`config.mk`:
```
export PLATFORM = sky130hd
export DESIGN_NAME = bundle_sequencer
export DESIGN_NICKNAME = d
export VERILOG_FILES = /design/src/rtl/vliw_pkg.sv /design/src/rtl/vliw_slot_decode.sv /design/src/rtl/bundle_sequencer.sv
export SDC_FILE = /design/constraint.sdc
export NUM_CORES = 1
export LEC_CHECK = 0
export BUFFER_PORTS_ARGS = -buffer_cell sky130_fd_sc_hd__buf_2
export CAP_MARGIN = 15
export CORE_MARGIN = 2
export CORE_UTILIZATION = 40
export DETAILED_ROUTE_END_ITERATION = 8
export GPL_ROUTABILITY_DRIVEN = 0
export PLACE_DENSITY = 0.69
export SLEW_MARGIN = 20
export SYNTH_ARGS = -nofsm -noshare
export SYNTH_HDL_FRONTEND = slang
export SYNTH_SLANG_ARGS = --single-unit
```
`constraint.sdc`:
```
create_clock -name clk -period 2.26 [get_ports clk]
set_input_delay 0.113 -clock clk [delete_from_list [all_inputs] [get_ports clk]]
set_output_delay 0.113 -clock clk [all_outputs]
set_load 0.005 [all_outputs]
```
`src/rtl/vliw_pkg.sv`:
```
// Shared opcode values, sequencer states and slot field positions for the two-slot bundle sequencer.
package vliw_pkg;

    localparam logic [2:0] OP_NOP   = 3'b000;
    localparam logic [2:0] OP_ALU_A = 3'b001;
    localparam logic [2:0] OP_ALU_B = 3'b010;
    localparam logic [2:0] OP_LOAD  = 3'b011;
    localparam logic [2:0] OP_STORE = 3'b100;
    localparam logic [2:0] OP_HALT  = 3'b111;

    localparam int OPC_HI    = 15;
    localparam int OPC_LO    = 13;
    localparam int AMODE_BIT = 12;
    localparam int DEST_HI   = 11;
    localparam int DEST_LO   = 8;
    localparam int SRC_HI    = 7;
    localparam int SRC_LO    = 0;

    typedef enum logic [2:0] {
        S_IDLE,
        S_FETCH,
        S_ISSUE,
        S_MEM_A,
        S_MEM_B,
        S_HALT
    } seqState_t;

endpackage

```
`src/rtl/vliw_slot_decode.sv`:
```
// Purely combinational decode of one 16-bit slot into class flags and its Destination/Source fields.
// Zero latency; no handshake.
module vliw_slot_decode
    import vliw_pkg::*;
(
    input  logic [15:0] slot,
    output logic        is_alu,
    output logic        is_load,
    output logic        is_store,
    output logic        is_halt,
    output logic [3:0]  dest,
    output logic [7:0]  src
);

    logic [2:0] opc;
    logic       unusedMode;

    assign opc        = slot[OPC_HI:OPC_LO];
    assign unusedMode = slot[AMODE_BIT];

    // Reserved opcodes 101/110 fall through as NOP.
    assign is_alu   = (opc == OP_ALU_A) || (opc == OP_ALU_B);
    assign is_load  = (opc == OP_LOAD);
    assign is_store = (opc == OP_STORE);
    assign is_halt  = (opc == OP_HALT);
    assign dest     = slot[DEST_HI:DEST_LO];
    assign src      = slot[SRC_HI:SRC_LO];

endmodule

```
`src/rtl/bundle_sequencer.sv`:
```
// Two-slot bundle sequencer: fetch, issue ALU writes, then serialise memory ops slot0-first.
// Each bundle costs FETCH+ISSUE plus one MEM state per memory slot; MEM states stall until MemReady.
module bundle_sequencer
    import vliw_pkg::*;
#(
    parameter int PC_W = 8
) (
    input  logic            clk,
    input  logic            rst_n,
    input  logic            Start,
    output logic [PC_W-1:0] InstrAddr,
    input  logic [31:0]     InstrData,
    output logic [1:0]      RegWrite,
    output logic [3:0]      RegDest0,
    output logic [3:0]      RegDest1,
    output logic            MemReq,
    output logic            MemWrite,
    output logic [7:0]      MemAddr,
    output logic            MemSlot,
    input  logic            MemReady,
    output logic            Busy,
    output logic            Halted
);

    seqState_t       state;
    logic [PC_W-1:0] pc;
    logic [PC_W-1:0] pcNext;
    logic [31:0]     bundleQ;
    logic [31:0]     curBundle;
    logic [1:0]      aluWr;
    logic [1:0]      rawWr;
    logic            loadDone;

    logic       alu0, ld0, st0, hl0;
    logic       alu1, ld1, st1, hl1;
    logic [3:0] dst0, dst1;
    logic [7:0] src0, src1;
    logic       mem0, mem1, anyHalt;

    // The fresh bundle is only on InstrData during ISSUE; later states use the latched copy.
    assign curBundle = (state == S_ISSUE) ? InstrData : bundleQ;

    vliw_slot_decode uDec0 (
        .slot     (curBundle[31:16]),
        .is_alu   (alu0),
        .is_load  (ld0),
        .is_store (st0),
        .is_halt  (hl0),
        .dest     (dst0),
        .src      (src0)
    );

    vliw_slot_decode uDec1 (
        .slot     (curBundle[15:0]),
        .is_alu   (alu1),
        .is_load  (ld1),
        .is_store (st1),
        .is_halt  (hl1),
        .dest     (dst1),
        .src      (src1)
    );

    assign mem0    = ld0 | st0;
    assign mem1    = ld1 | st1;
    assign anyHalt = hl0 | hl1;
    assign pcNext  = pc + 1'b1;

    // Load write-back lands in the same cycle memory signals completion.
    assign loadDone = MemReq & MemReady & ~MemWrite;
    assign rawWr    = aluWr | {loadDone & MemSlot, loadDone & ~MemSlot};
    assign RegWrite = ((rawWr == 2'b11) && (RegDest0 == RegDest1)) ? 2'b10 : rawWr;

    assign Busy   = (state == S_FETCH) || (state == S_ISSUE) ||
                    (state == S_MEM_A) || (state == S_MEM_B);
    assign Halted = (state == S_HALT);

    always_ff @(posedge clk or negedge rst_n) begin
        if (!rst_n) begin
            state     <= S_IDLE;
            pc        <= '0;
            InstrAddr <= '0;
            bundleQ   <= '0;
            aluWr     <= 2'b00;
            RegDest0  <= 4'd0;
            RegDest1  <= 4'd0;
            MemReq    <= 1'b0;
            MemWrite  <= 1'b0;
            MemAddr   <= 8'd0;
            MemSlot   <= 1'b0;
        end else begin
            aluWr <= 2'b00;
            case (state)
                S_IDLE: begin
                    if (Start) begin
                        pc        <= '0;
                        InstrAddr <= '0;
                        state     <= S_FETCH;
                    end
                end
                S_FETCH: state <= S_ISSUE;
                S_ISSUE: begin
                    bundleQ  <= InstrData;
                    RegDest0 <= dst0;
                    RegDest1 <= dst1;
                    aluWr    <= {alu1, alu0};
                    if (mem0 || mem1) begin
                        state    <= S_MEM_A;
                        MemReq   <= 1'b1;
                        MemSlot  <= ~mem0;
                        MemAddr  <= mem0 ? src0 : src1;
                        MemWrite <= mem0 ? st0 : st1;
                    end else if (anyHalt) begin
                        state <= S_HALT;
                    end else begin
                        pc        <= pcNext;
                        InstrAddr <= pcNext;
                        state     <= S_FETCH;
                    end
                end
                S_MEM_A, S_MEM_B: begin
                    if (MemReady) begin
                        if (state == S_MEM_A && mem0 && mem1) begin
                            state    <= S_MEM_B;
                            MemSlot  <= 1'b1;
                            MemAddr  <= src1;
                            MemWrite <= st1;
                        end else begin
                            MemReq   <= 1'b0;
                            MemWrite <= 1'b0;
                            if (anyHalt) begin
                                state <= S_HALT;
                            end else begin
                                pc        <= pcNext;
                                InstrAddr <= pcNext;
                                state     <= S_FETCH;
                            end
                        end
                    end
                end
                S_HALT:  state <= S_HALT;
                default: state <= S_IDLE;
            endcase
        end
    end

endmodule

```
==> flow_summary.json, run 1 <==
{
  "grt_pass1_vias": 2457,
  "switching_share": 0.413,
  "fin_crit_sh": 0.942,
  "grt_max_degree": 28,
  "num_rows": 29,
  "gr-total-overflow": 0,
  "track_usage": 0.189,
  "start_kind": "primary input",
  "rsz0062_at_grt": "false",
  "status": "finished clean",
  "hold_class": "primary input to flop",
  "vias": 2472,
  "ioPinCount": 67,
  "synth.area.top_cells": "dfrtp_1 51%, nand2_1 14%, mux2i_1 2.6%, o21ai_0 2.3%, nor3b_1 2.0%",
  "clock_sinks": 54,
  "die_h_um": 85.7,
  "antenna_found_initial": 0,
  "die-area_mm2": 0.00734,
  "cts-root-buf": "clkbuf_8",
  "power_density_mw_per_mm2": 1220,
  "final_cells": 471,
  "synth-edff-count": 0,
  "cts_buffer_depth": 2,
  "p_leak_uw": 0.00176,
  "synth_top_cell_area_share": 0.506,
  "setup_viol": 0,
  "cp-end-kind": "flop",
  "core_area_mm2": 0.00639,
  "diodes": 0,
  "critPathRequiredTime_ns": 2.49,
  "ys_ff_latch": 54,
  "multi_input_area_mm2": 0.00125,
  "slew_headroom": 0.667,
  "fin_skew_ns": 0.00961,
  "cts_setup_buffers": 0,
  "finalMaxSlewViolations": 0,
  "synth_cell_types": 41,
  "clkPwrFrac": 0.138,
  "p_int_uw": 2450,
  "fmax_mhz": 470,
  "crit_type": "primary input to flop",
  "finalHoldViolations": 0,
  "hpwl_um": 4530,
  "synth_cells": 306,
  "yosysWarnings": 0,
  "cp.arrival_ns": 2.36,
  "ys_top_cells_by_count": "103 x nand2_1, 54 x dfrtp_1, 12 x clkbuf_1, 12 x nor2_1, 12 x o21ai_0",
  "m1WireLength_um": 2940,
  "yosys.area.top_type": "dfrtp_1",
  "syn_area_mm2": 0.00267,
  "p_comb_frac": 0.468,
  "p_switching_uw": 1730,
  "area_growth_pct": 28.0,
  "numPortBuffers": 64,
  "drtIter0Drc": 183,
  "wl_um": 6390,
  "grt_pass1_wl_um": 11200,
  "synth.avg_cell_area_um2": 8.72,
  "syn_nets": 343,
  "register_area_mm2": 0.00135,
  "async_flop_share": 1.00,
  "vias_per_cell": 5.25,
  "die_x_um": 85.7,
  "nets": 430,
  "seq_area_frac_synth": 0.506,
  "cts_tree": "yes",
  "wire_per_inst_um": 13.6,
  "wl_met2_um": 2970,
  "drc": 0,
  "initial_core_util": 0.418,
  "cts-buffers-inserted": 5,
  "clk_pin_slew_ns": 0.10,
  "dp_cells": 447,
  "fin_crit_ns": 2.13,
  "ant_nets": 0,
  "insertion_delay_ns": 0.32,
  "power.share.sequential": 0.394,
  "fin_tns_setup_ns": 0,
  "peakVddDrop_uv": 579,
  "dr.pass1.iters": 5,
  "dr.max_layer_used": "met4",
  "worst_pin_slew_ns": 0.495,
  "num-fill-cells": 605,
  "synthFlopType": "dfrtp_1",
  "dr_wl_met3_um": 422,
  "maxCapViolCount": 0,
  "ctsHtreeMaxLevel": 2,
  "synth_most_common_cell": "nand2_1",
  "drive_gt1_frac": 0.244,
  "crit_fanout": 7
}
-- power groups by stage --
stage | Combinational, uW | Sequential, uW | Clock (uW)
global placement | 1880 | 1630 | 0
global route | 2260 | 1690 | 642
finish | 1950 | 1650 | 577
detailed placement | 1910 | 1650 | 0
floorplan | 1290 | 1580 | 0
CTS | 1940 | 1630 | 597
-- critical path, cell delays in order --
cell           delay, ns
dlygate4sd3_1       0.54
buf_2               0.15
nor3b_1             0.16
o41a_1              0.40
or3_1               0.38
or3_4               0.39
o31ai_1             0.23
-- layout make-up --
class                   instances  area share
well taps                      77      0.0282
multi-input cells             230       0.365
clock inverters                 3     0.00842
clock buffers                   5      0.0201
inverters                       6     0.00659
flip-flops and latches         54       0.395
repair buffers                 96       0.176
-- registers in the layout, indices dropped and copies added, names as in the netlist --
name and count:
MemAddr 8, RegDest0 4, MemSlot 1, bundleQ 22, aluWr 2, state 3, RegDest1 4, MemReq 1
MemWrite 1, InstrAddr 8
-- path summary, 6_finish.rpt --
kind | startpoint | to | slack, ns | cells past startpoint
hold reg to reg | bundleQ[0] | bundleQ[0] | 0.48 | 2
setup / recovery | InstrData[15] | InstrAddr[7] | 0.13 | 7
max in group asynchronous | rst_n | MemSlot | 1.38 | 3
setup reg to reg | state[2] | InstrAddr[7] | 0.15 | 5
hold / removal | InstrData[1] | bundleQ[1] | 0.01 | 3
min in group asynchronous | rst_n | InstrAddr[4] | 0.25 | 2
-- routing by layer --
layer  GRT usage  up-vias
li1            -     1228
met1       0.249     1156
met2       0.312       82
met3      0.0529        6
met4      0.0404        0
met5           0        -
-- through the flow --
step,hold slack [ns],worst slack (ns),instance area (um2),power (uW),utilization
floorplan,-0.183,0.0607,2670,2880,-
global placement,0.0831,0.147,3150,3510,0.493
detailed placement,0.0819,0.127,3150,3570,0.493
CTS,0.000668,0.0722,3410,4170,0.533
global route,0.0122,0.0318,3420,4590,0.535
finish,0.0119,0.131,3420,4180,0.535
-- timing repair --
item,in CTS,in global routing
endpoints found under the hold margin,33,0
setup endpoints to repair,0,3
resized for setup,0,2
hold buffers,16,0
-- cells by family (layout without fill, tap and decap cells) --
| family | Yosys count | after routing | share of synthesized area |
|---|---|---|---|
| multiplexers | 9 | 9 | 0.0347 |
| adder cells (fa/ha/maj) | 1 | 1 | 0.00469 |
| AND/OR/NAND/NOR | 159 | 159 | 0.270 |
| buffers and inverters | 22 | 110 | 0.0319 |
| XOR/XNOR | 7 | 7 | 0.0230 |
| flip-flops | 54 | 54 | 0.506 |
| AO/OA/AOI/OAI | 54 | 54 | 0.129 |
-- cells in the final DEF (no fill, tap or decap), types with 4 or more instances in the layout --
master / synthesis / final
nand3_1: 6 / 6
clkbuf_8: 0 / 5
dlygate4sd3_1: 0 / 16
buf_4: 0 / 16
nand2_1: 103 / 103
inv_1: 6 / 6
o31ai_1: 7 / 7
o21ai_0: 12 / 12
nor3b_1: 7 / 6
and3b_1: 5 / 5
mux2i_1: 7 / 7
and3_1: 5 / 5
buf_2: 2 / 64
a21oi_1: 10 / 10
xor2_1: 4 / 4
nor3_1: 5 / 5
o21ai_1: 8 / 8
dfrtp_1: 54 / 54
nor2_1: 12 / 12
Power figures use the tool's default switching activity.
==> run 2, diff against run 1 <==
--- a/config.mk
+++ b/config.mk
@@ -8,10 +8,10 @@
 export BUFFER_PORTS_ARGS = -buffer_cell sky130_fd_sc_hd__buf_2
 export CAP_MARGIN = 15
 export CORE_MARGIN = 2
-export CORE_UTILIZATION = 40
+export CORE_UTILIZATION = 37
 export DETAILED_ROUTE_END_ITERATION = 8
 export GPL_ROUTABILITY_DRIVEN = 0
-export PLACE_DENSITY = 0.69
+export PLACE_DENSITY = 0.65
 export SLEW_MARGIN = 20
 export SYNTH_ARGS = -nofsm -noshare
 export SYNTH_HDL_FRONTEND = slang
==> run 2 against run 1 <==
  * Sequential share of layout area grew 0.15 points
  * Critical path type unchanged
  * Sequential cell count unchanged
  * Clock power is 19% higher
  * Die area rose by 7.7%
==> flow_summary.json, run 2 (synthesized netlist as in run 1, its figures left out) <==
{
  "dp_slack_ns": 0.120,
  "ctsHtreeMaxLevel": 2,
  "wl_um": 6310,
  "vias_per_cell": 4.92,
  "worst_pin_slew_ns": 0.483,
  "initial_core_util": 0.389,
  "clock_sinks": 54,
  "slew_headroom": 0.675,
  "cts-root-buf": "clkbuf_8",
  "fin_skew_ns": 0.00764,
  "ioPinCount": 67,
  "antenna_found_initial": 0,
  "crit_fanout": 7,
  "crit_buf_inv": 2,
  "die_h_um": 88.9,
  "drc": 0,
  "critPathRequiredTime_ns": 2.49,
  "p_leak_uw": 0.00175,
  "crit_family": "simple AND/OR/NAND/NOR gates",
  "num_rows": 30,
  "dpl_cell_area_mm2": 0.00317,
  "top_register": "bundleQ",
  "maxCapViolCount": 0,
  "register_area_mm2": 0.00135,
  "die-area_mm2": 0.00791,
  "multi_input_area_mm2": 0.00125,
  "gr-total-overflow": 0,
  "peakVddDrop_uv": 576,
  "diodes": 0,
  "cts_buffer_depth": 2,
  "startpoint": "InstrData[15]",
  "status": "finished clean",
  "hpwl_um": 4570,
  "ant_nets": 0,
  "drtIter0Drc": 200,
  "final_core_util": 0.496,
  "dr.pass1.iters": 4,
  "fmax_mhz": 472,
  "top_regs": "bundleQ x22, InstrAddr x8, MemAddr x8",
  "power_density_mw_per_mm2": 1250,
  "drive_gt1_frac": 0.247,
  "fin_crit_sh": 0.937,
  "finalMaxSlewViolations": 0,
  "setup_slack_ns": 0.142,
  "fin_tns_setup_ns": 0,
  "cts_tree": "yes",
  "start_kind": "primary input",
  "setup_viol": 0,
  "mostFrequentLayoutCell": "nand2_1",
  "area_growth_pct": 27.6,
  "design_area_mm2": 0.00340,
  "path_cells": "dlygate4sd3_1, buf_2, nor3b_1, o41a_1, or3_1, or3_4, o31ai_1",
  "fin_crit_ns": 2.12,
  "hp-start": "InstrData[31]",
  "dp_cells": 466,
  "cp-end-kind": "flop",
  "timing.rr.start": "state[2]",
  "die_x_um": 88.9,
  "nets": 424,
  "wire_per_inst_um": 13.0,
  "crit_type": "primary input to flop",
  "grt_pass1_vias": 2336,
  "crit_slowest_cell": "dlygate4sd3_1",
  "vias": 2380,
  "core_area_mm2": 0.00687,
  "slowest_delay_ns": 0.53,
  "insertion_delay_ns": 0.31,
  "hold_class": "primary input to flop",
  "layout_common_cells": "103 x nand2_1, 64 x buf_2, 54 x dfrtp_1",
  "cts-buffers-inserted": 5,
  "largest_register_ffs": 22,
  "rsz0062_at_grt": "false",
  "num-fill-cells": 650,
  "numPortBuffers": 64,
  "clk_pin_slew_ns": 0.10,
  "cp.arrival_ns": 2.35,
  "finalHoldViolations": 0,
  "grt_max_degree": 31,
  "track_usage": 0.172,
  "final_cells": 484,
  "cts_setup_buffers": 0,
  "grt_pass1_wl_um": 10600
}
## run 2: metal layers
layer  global-route usage  up-vias  wire (um)
met5                    0        -          0
met4               0.0475        0         63
met3               0.0508        4        439
met2                0.275       72       2830
met1                0.228     1097       2980
li1                     -     1207          -
## run 2: cell type report
| cell class | instances | share of cell area |
|---|---|---|
| repair buffers | 90 | 0.159 |
| clock inverters | 2 | 0.0114 |
| inverters | 6 | 0.00662 |
| well taps | 96 | 0.0353 |
| multi-input cells | 230 | 0.367 |
| flip-flops and latches | 54 | 0.397 |
| clock buffers | 6 | 0.0243 |
## run 2: through the flow
step	hold slack, ns	power [uW]
floorplan	-0.183	2880
global placement	-0.0172	3520
detailed placement	-0.0177	3560
CTS	0.000323	4280
global route	0.0153	4660
finish	0.00508	4260
## run 2: path summary, 6_finish.rpt
kind                           endpoint  slack, ns  depth (start not counted)
setup reg to reg           InstrAddr[7]       0.16                          5
hold reg to reg             bundleQ[23]       0.48                          2
hold / removal                 aluWr[0]      0.005                          2
min in group asynchronous  InstrAddr[4]       0.17                          2
max in group asynchronous       MemSlot       1.45                          3
setup / recovery           InstrAddr[7]       0.14                          7
## run 2: where the power goes
part / internal (uW) / switching, uW
logic: 859 / 1080
clock network: 365 / 325
registers: 1360 / 283
## run 2: what timing repair did
item | CTS | global route
hold buffers | 10 | 0
endpoints found under the hold margin | 33 | 0
resized for setup | 0 | 2
setup endpoints to repair | 0 | 2
==> run 3, diff against run 2 <==
--- a/config.mk
+++ b/config.mk
@@ -7,8 +7,10 @@
 export LEC_CHECK = 0
 export BUFFER_PORTS_ARGS = -buffer_cell sky130_fd_sc_hd__buf_2
 export CAP_MARGIN = 15
+export CORE_ASPECT_RATIO = 1.25
 export CORE_MARGIN = 2
 export CORE_UTILIZATION = 37
+export CTS_BUF_LIST = sky130_fd_sc_hd__clkbuf_16
 export DETAILED_ROUTE_END_ITERATION = 8
 export GPL_ROUTABILITY_DRIVEN = 0
 export PLACE_DENSITY = 0.65
==> run 3 against run 2 <==
  * Critical path depth down 2
  * Die area about the same
  * Count of clock-buffer cells in the layout down 1
  * Register-to-register slack about the same
  * Combinational power about the same
  * Clock skew down 0.0013 ns
  * Via count up 0.46%
  * Global-route usage up 0.081 points
  * Sequential cell count unchanged
  * Utilization down 1.5 points
==> flow_summary.json, run 3 (synthesized netlist as in run 1, its figures left out) <==
{
  "crit_fanout": 7,
  "m1WireLength_um": 2710,
  "p_switching_uw": 1700,
  "wire_per_inst_um": 13.3,
  "numPortBuffers": 64,
  "diodes": 0,
  "ioPinCount": 67,
  "final_cells": 471,
  "p_leak_uw": 0.00174,
  "peakVddDrop_uv": 535,
  "num_rows": 34,
  "cpMostUsedCell": "or3_1",
  "slowest_delay_ns": 0.44,
  "start_kind": "flop",
  "clock_sinks": 54,
  "clkPwrFrac": 0.195,
  "ctsHtreeMaxLevel": 2,
  "dr.pass1.iters": 5,
  "ctsHoldBuffers": 1,
  "fmax_mhz": 474,
  "critPathRequiredTime_ns": 2.46,
  "crit_type": "flop to flop",
  "ant_nets": 0,
  "p_comb_frac": 0.438,
  "hold_class": "primary input to flop",
  "status": "finished clean",
  "cp.arrival_ns": 2.31,
  "mostFrequentLayoutCell": "nand2_1",
  "setup_slack_ns": 0.149,
  "crit_buf_inv": 0,
  "crit_slowest_cell": "or3_1",
  "dp_cells": 462,
  "antenna_found_initial": 0,
  "top_register": "bundleQ",
  "die-area_mm2": 0.00791,
  "dp_slack_ns": 0.147,
  "crit_family": "simple AND/OR/NAND/NOR gates",
  "worst_hold_slack_ns": 0.00568,
  "cts_tree": "yes",
  "maxCapViolCount": 0,
  "rsz0062_at_grt": "false",
  "area_growth_pct": 25.7,
  "dr.max_layer_used": "met4",
  "power_density_mw_per_mm2": 1310,
  "gr-total-overflow": 0,
  "fin_skew_ns": 0.00630,
  "cts-buffers-inserted": 5,
  "slew_headroom": 0.394,
  "drtIter0Drc": 82,
  "worst_pin_slew_ns": 0.910,
  "hpwl_um": 4620,
  "dr_wl_met3_um": 383,
  "cp-end-kind": "flop",
  "largest_register_ffs": 22,
  "cts_setup_buffers": 0,
  "die_x_um": 80.0,
  "track_usage": 0.172,
  "p_int_uw": 2720,
  "wl_um": 6280,
  "grt_pass1_vias": 2307,
  "fin_crit_ns": 2.11,
  "fin_crit_sh": 0.934,
  "top_regs": "bundleQ x22, InstrAddr x8, MemAddr x8",
  "layout_common_cells": "103 x nand2_1, 64 x buf_2, 54 x dfrtp_1",
  "power.share.sequential": 0.367,
  "grt_pass1_wl_um": 10700,
  "cts_resized": 0,
  "switching_share": 0.384,
  "vias_per_cell": 5.08,
  "drc": 0,
  "insertion_delay_ns": 0.29,
  "path_cells": "and3b_1, o221a_2, or3_1, or3_1, o31ai_1",
  "setup_viol": 0,
  "total_power_uw": 4410,
  "grt_max_degree": 42,
  "clk_pin_slew_ns": 0.07,
  "cts-root-buf": "clkbuf_16",
  "cts_buffer_depth": 2,
  "wl_met2_um": 3080,
  "finalMaxSlewViolations": 0,
  "drive_gt1_frac": 0.252,
  "finalHoldViolations": 0,
  "fin_tns_setup_ns": 0,
  "nets": 417,
  "vias": 2391,
  "die_h_um": 99.0,
  "core_area_mm2": 0.00698,
  "initial_core_util": 0.383
}
run 3: cell types whose count changed in the layout (fill, tap and decap cells not counted), moves of 2 or more:
cell	change
buf_4	+2
clkbuf_16	+5
clkbuf_8	-6
dlygate4sd3_1	-9
run 3: routing by layer:
layer	track usage	up-vias
li1	-	1190
met1	0.211	1131
met2	0.288	62
met3	0.0495	8
met4	0.0626	0
met5	0	-
run 3: area by class of cell:
cell class,instances,area (um2)
Clock buffer,5,125
Clock inverter,3,41.3
Fill cell,708,3620
Inverter,6,22.5
Multi-Input combinational cell,230,1240
Sequential cell,54,1350
Tap cell,90,113
Timing Repair Buffer,83,465
run 3: power by group through the flow:
stage / Clock [uW] / Sequential (uW) / Combinational, uW
after floorplan: 0 / 1580 / 1290
after global placement: 0 / 1620 / 1910
after detailed placement: 0 / 1640 / 1950
after CTS: 889 / 1620 / 1960
after global routing: 925 / 1680 / 2220
final: 861 / 1620 / 1930
run 3: final timing paths:
| path | from | to | slack (ns) | cells past startpoint |
|---|---|---|---|---|
| worst min register to register | bundleQ[23] | bundleQ[23] | 0.47 | 2 |
| min in group asynchronous | rst_n | InstrAddr[3] | 0.50 | 2 |
| worst max-delay path | bundleQ[29] | InstrAddr[7] | 0.15 | 5 |
| max in group asynchronous | rst_n | bundleQ[18] | 1.11 | 3 |
| worst min-delay path | InstrData[25] | RegDest0[1] | 0.006 | 3 |
| worst max register to register | bundleQ[29] | InstrAddr[7] | 0.15 | 5 |
run 3: worst min-delay path: cells and delay by family:
kind | cells | cell delay [ns]
buf+inv | 1 | 0.07
simple gates | 2 | 0.09
run 3: metrics by stage:
stage                      util  instance area, um2
after floorplan               -                2670
after CTS                 0.481                3360
after global routing      0.481                3360
after global placement    0.456                3180
final                     0.481                3360
after detailed placement  0.456                3180
